--- config.mk ---
export PLATFORM = sky130hd
export DESIGN_NAME = wb_stage
export DESIGN_NICKNAME = d
export VERILOG_FILES = /design/src/rtl/wb_stage.sv
export SDC_FILE = /design/constraint.sdc
export NUM_CORES = 1
export LEC_CHECK = 0
export ABC_AREA = 1
export BUFFER_PORTS_ARGS = -buffer_cell sky130_fd_sc_hd__buf_2
export CORE_MARGIN = 2
export CORE_UTILIZATION = 30
export CTS_BUF_LIST = sky130_fd_sc_hd__clkbuf_8
export DETAILED_ROUTE_END_ITERATION = 8
export PLACE_DENSITY = 0.62
export SYNTH_ARGS = -nofsm -noshare
export SYNTH_HDL_FRONTEND = slang
export SYNTH_SLANG_ARGS = --single-unit
--- constraint.sdc ---
create_clock -name clk -period 1.5 [get_ports clk]
set_input_delay 0.075 -clock clk [delete_from_list [all_inputs] [get_ports clk]]
set_output_delay 0.075 -clock clk [all_outputs]
set_load 0.02 [all_outputs]
--- src/rtl/wb_stage.sv ---
// MEM/WB pipeline register and write-back stage: captures one instruction per handshake,
// selects ALU / aligned load / link result, drives the register-file write port, counts retirements.
module wb_stage #(
  parameter int XLEN       = 32,
  parameter int REG_ADDR_W = 5,
  parameter int CNT_W      = 64
) (
  input  logic                  clk,
  input  logic                  rst_n,
  input  logic                  in_valid,
  output logic                  in_ready,
  input  logic [XLEN-1:0]       alu_result,
  input  logic [XLEN-1:0]       mem_rdata,
  input  logic [XLEN-1:0]       pc_plus4,
  input  logic [REG_ADDR_W-1:0] rd,
  input  logic [1:0]            wb_sel,
  input  logic                  reg_write,
  input  logic [2:0]            ld_funct3,
  input  logic                  wb_hold,
  output logic                  rf_we,
  output logic [REG_ADDR_W-1:0] rf_waddr,
  output logic [XLEN-1:0]       rf_wdata,
  output logic                  err_misalign,
  output logic [CNT_W-1:0]      instret
);

  localparam int OFF_W = $clog2(XLEN / 8);
  localparam bit IS64  = (XLEN == 64);

  logic                  valid_q;
  logic [XLEN-1:0]       alu_q;
  logic [XLEN-1:0]       rdata_q;
  logic [XLEN-1:0]       link_q;
  logic [REG_ADDR_W-1:0] rd_q;
  logic [1:0]            sel_q;
  logic                  we_q;
  logic [2:0]            f3_q;
  logic [CNT_W-1:0]      instret_q;

  logic                  accept;
  logic                  retire;
  logic                  misaligned;
  logic [OFF_W-1:0]      off;
  logic [XLEN-1:0]       shifted;
  logic [XLEN-1:0]       load_val;
  logic [XLEN-1:0]       result;

  assign in_ready = !valid_q || !wb_hold;
  assign accept   = in_valid && in_ready;
  assign retire   = valid_q && !wb_hold;

  always_ff @(posedge clk or negedge rst_n) begin
    if (!rst_n) begin
      valid_q   <= 1'b0;
      alu_q     <= '0;
      rdata_q   <= '0;
      link_q    <= '0;
      rd_q      <= '0;
      sel_q     <= '0;
      we_q      <= 1'b0;
      f3_q      <= '0;
      instret_q <= '0;
    end else begin
      // A same-cycle accept simply overwrites the retiring entry.
      if (accept) begin
        valid_q <= 1'b1;
        alu_q   <= alu_result;
        rdata_q <= mem_rdata;
        link_q  <= pc_plus4;
        rd_q    <= rd;
        sel_q   <= wb_sel;
        we_q    <= reg_write;
        f3_q    <= ld_funct3;
      end else if (retire) begin
        valid_q <= 1'b0;
      end
      if (retire) begin
        instret_q <= instret_q + 1'b1;
      end
    end
  end

  assign off     = alu_q[OFF_W-1:0];
  assign shifted = rdata_q >> {off, 3'b000};

  always_comb begin
    load_val = shifted;
    case (f3_q)
      3'b000:  load_val = XLEN'($signed(shifted[7:0]));
      3'b001:  load_val = XLEN'($signed(shifted[15:0]));
      3'b100:  load_val = XLEN'(shifted[7:0]);
      3'b101:  load_val = XLEN'(shifted[15:0]);
      3'b010:  if (IS64) load_val = XLEN'($signed(shifted[31:0]));
      3'b110:  if (IS64) load_val = XLEN'(shifted[31:0]);
      default: load_val = shifted;
    endcase
  end

  // Codes that only exist on RV64 behave as plain full-word reads on RV32 and never trap.
  always_comb begin
    misaligned = 1'b0;
    if (sel_q == 2'b01) begin
      case (f3_q)
        3'b001, 3'b101: misaligned = off[0];
        3'b010:         misaligned = |off[1:0];
        3'b110:         misaligned = IS64 && (|off[1:0]);
        3'b011:         misaligned = IS64 && (|off);
        default:        misaligned = 1'b0;
      endcase
    end
  end

  always_comb begin
    case (sel_q)
      2'b01:   result = load_val;
      2'b10:   result = link_q;
      default: result = alu_q;
    endcase
  end

  assign rf_we        = retire && we_q && (rd_q != '0) && !misaligned;
  assign rf_waddr     = valid_q ? rd_q : '0;
  assign rf_wdata     = valid_q ? result : '0;
  assign err_misalign = retire && misaligned;
  assign instret      = instret_q;

endmodule

==> impl_metrics.sql <==
INSERT INTO impl_metrics (metric_group, metric, value, unit) VALUES
('run_status', 'run_status', 'complete, but fails checks', ''),
('run_status', 'violations', 'setup timing', ''),
('route', 'detailedRoute.firstPassIterationCount', '5', ''),
('place', 'post-dp-hpwl', '25.91', 'mm'),
('setup_path', 'r2r_setup_slack', '-0.20', 'ns'),
('route', 'detailroute.wirelength.met2', '20.39', 'mm'),
('logic_synthesis', 'synthesis.area', '0.009554', 'mm^2'),
('cts', 'worst_skew_late_latency', '0.49', 'ns'),
('place', 'gpl.final_weighted_congestion', '0.9191', ''),
('timing', 'finalCritPeriodShare', '144.4', '%'),
('finish', 'final_net_count', '1872', ''),
('setup_path', 'critPathKind', 'flop to primary output', ''),
('setup_path', 'critical_path_required', '1.42', 'ns'),
('finish', 'num_antenna_cells', '0', ''),
('logic_synthesis', 'syn_avg_cell_area', '8.208', 'um^2'),
('cts', 'clk_pin_slew_worst_paths', '0.09', 'ns'),
('route', 'wl_met1', '16.39', 'mm'),
('setup_path', 'cp_max_fo', '8', ''),
('logic_synthesis', 'postSynthNetCount', '1278', ''),
('logic_synthesis', 'yosys_register_bits', '172', ''),
('route', 'drt_iter0_markers', '558', ''),
('setup_path', 'worst-r2r-cell-count', '11', ''),
('logic_synthesis', 'main_combinational_cell_family_by_area_after_synthesis', 'simple AND/OR/NAND/NOR gates', ''),
('die', 'initial_utilization', '30.36', '%'),
('cts', 'cts-buffers-inserted', '17', ''),
('cts', 'clock_tree.htree_level_count', '4', ''),
('global_route', 'grt_max_degree', '49', ''),
('place', 'port_buffers', '214', ''),
('setup_path', 'r2r_start', 'valid_q', ''),
('timing', 'finalWorstPathRequiredPeriod', '2.167', 'ns'),
('setup_path', 'slowest_stage', 'dfrtp_1', ''),
('logic_synthesis', 'part_of_the_yosys_area_used_for_sequential_elements', '45.05', '%'),
('setup_path', 'start_kind', 'flop', ''),
('setup_path', 'endpoint_kind', 'primary output', ''),
('die', 'die_w', '182.5', 'um'),
('cts', 'cts-root-to-sink-buffers', '2', ''),
('setup_path', 'worstReg2RegEnd', 'instret[30]', ''),
('pwr', 'worst_ir_drop_vdd', '0.6081', 'mV'),
('setup_path', 'critical_path.cell_chain', 'buf_6, buf_6, nand2_4, nand3_4, nand3_4, nand3_4, buf_16, nand2_4, a21oi_4, buf_6', ''),
('cts', 'tritoncts', 'built', ''),
('timing', 'setup_viol', '106', ''),
('logic_synthesis', 'synth_top_area_share', '45.05', '%'),
('route', 'wl_per_cell', '18.49', 'um'),
('global_route', 'track_usage', '22.49', '%'),
('timing', 'fin_ws', '-0.6667', 'ns'),
('timing', 'fmax', '461.5', 'MHz'),
('timing', 'drv_slew', '0', ''),
('timing', 'setup_tns', '-25.59', 'ns'),
('finish', 'stdcell_area', '0.01750', 'mm^2'),
('finish', 'finish.utilization', '55.61', '%'),
('timing', 'final_number_of_hold_violating_endpoints', '0', ''),
('die', 'floorplan.die.height', '182.5', 'um'),
('global_route', 'grt_antenna_before_repair', '0', ''),
('logic_synthesis', 'simple_gate_fraction_of_synth_area', '27.03', '%'),
('timing', 'finalClockSkew', '0.01471', 'ns'),
('route', 'finalWirelength', '40.18', 'mm'),
('finish', 'areaGrowthSynthToFinish', '83.19', '%'),
('logic_synthesis', 'yosys_warnings', '0', ''),
('logic_synthesis', 'yosysUniqueCellTypes', '34', ''),
('logic_synthesis', 'synth-adder-area-share', '0.3929', '%'),
('worst_hold_path', 'hp-class', 'primary input to asynchronous set/reset pin', ''),
('job', 'drv_cap', '0', ''),
('finish', 'layout_common_cells', 'nand2_1, buf_4, buf_2', ''),
('timing', 'slew_headroom', '69.49', '%'),
('timing', 'hold_slack', '0.05610', 'ns'),
('route', 'route.antenna.remaining_nets', '0', ''),
('timing', 'grt_setup_unrepaired', 'true', ''),
('die', 'design.die.area', '0.03329', 'mm^2'),
('route', 'met3RoutedLength', '2.262', 'mm'),
('logic_synthesis', 'post_synth_main_area_contributors', 'dfrtp_1, nand2_1, mux2_2, nor2_1, a21oi_1', ''),
('global_route', 'via_count_of_the_first_global_routing_pass', '10630', '');
## per-stage QoR
step	total power [mW]	worst slack, ns	cells
global placement	10.16	-0.2869	1939
global route	16.28	-0.7492	2173
CTS	14.83	-0.6331	2131
finish	15.63	-0.6667	2173
detailed placement	10.22	-0.2933	1939
floorplan	8.163	-0.04919	1164
## what timing repair did
item,CTS,global route
hold buffers,108,0
gates resized for setup,258,385
gates cloned,11,4
pin swaps,50,148
buffers inserted,43,54
setup endpoints to repair,148,173
hold endpoints to repair,279,0
## cell type report
class	instances	area, um^2
sequential	172	4345
clock inverter	14	131.4
clock buffer	18	247.7
inverter	72	282.8
timing repair buffer	618	5345
multi-input combinational	877	6646
tap	402	503.0
fill	2631	13970
## cell families (layout without fill, tap and decap cells)
family,count (synthesis),count (layout)
XOR/XNOR,36,36
AND/OR/NAND/NOR,595,596
AO/OA/AOI/OAI,144,144
buffers and inverters,116,722
adder cells (fa/ha/maj),3,3
flip-flops,172,172
multiplexers,98,98
## metal layers
| metal | GRT usage [%] | vias up |
|---|---|---|
| met5 | 0 | - |
| met4 | 9.000 | 0 |
| met1 | 27.50 | 5214 |
| met2 | 39.04 | 424 |
| met3 | 4.311 | 91 |
| li1 | - | 4966 |
## where the power goes
group          total (mW)  leakage [nW]  internal, mW  switching, mW
sequential           5.68          2.08          5.18          0.491
clock                3.37         0.199          1.39           1.98
combinational        6.58          5.89          3.22           3.37
## worst max path at each step
stage	from	to	slack [ns]	cells after the start
floorplan	instret[0]	instret[55]	-0.05	9
global placement	alu_q[0]	rf_wdata[1]	-0.29	8
detailed placement	sel_q[1]	rf_wdata[1]	-0.29	10
CTS	alu_q[0]	rf_wdata[16]	-0.63	9
global route	alu_q[0]	rf_wdata[20]	-0.75	10
finish	alu_q[0]	rf_wdata[22]	-0.67	10
## flip-flops by register name (all words and copies together), names as in the netlist
register and flops:
link_q 32, sel_q 2, f3_q 3, alu_q 32, valid_q 1, rdata_q 32, rd_q 5, we_q 1
instret 64
## worst max-delay path: cells and delay by family, from the launching register on
family / cells / cell delay [ns]
compound gates: 1 / 0.14
buf+inv: 4 / 0.61
simple gates: 5 / 0.42
flops: 1 / 0.42
## cells in the mapped netlist
cell,n
o211ai_1,5
nand2_1,344
inv_1,66
xnor2_1,19
clkbuf_1,20
inv_2,5
nand3_2,3
buf_1,5
nor3_4,2
nor2_4,8
nand3_4,4
o21ai_0,52
nor3_1,5
buf_6,1
o31ai_1,1
nand3b_1,6
xor2_1,17
clkinv_1,1
a21oi_1,86
nand3_1,51
and3_1,1
buf_2,14
ha_1,3
dfrtp_1,172
mux2_2,98
nor3_2,1
buf_4,4
nand2_2,8
nor2_8,1
nand4_1,13
nor2_2,5
nor2_1,140
nor4_1,1
or2_2,2
Note: power is estimated with default switching activity, not from simulation.
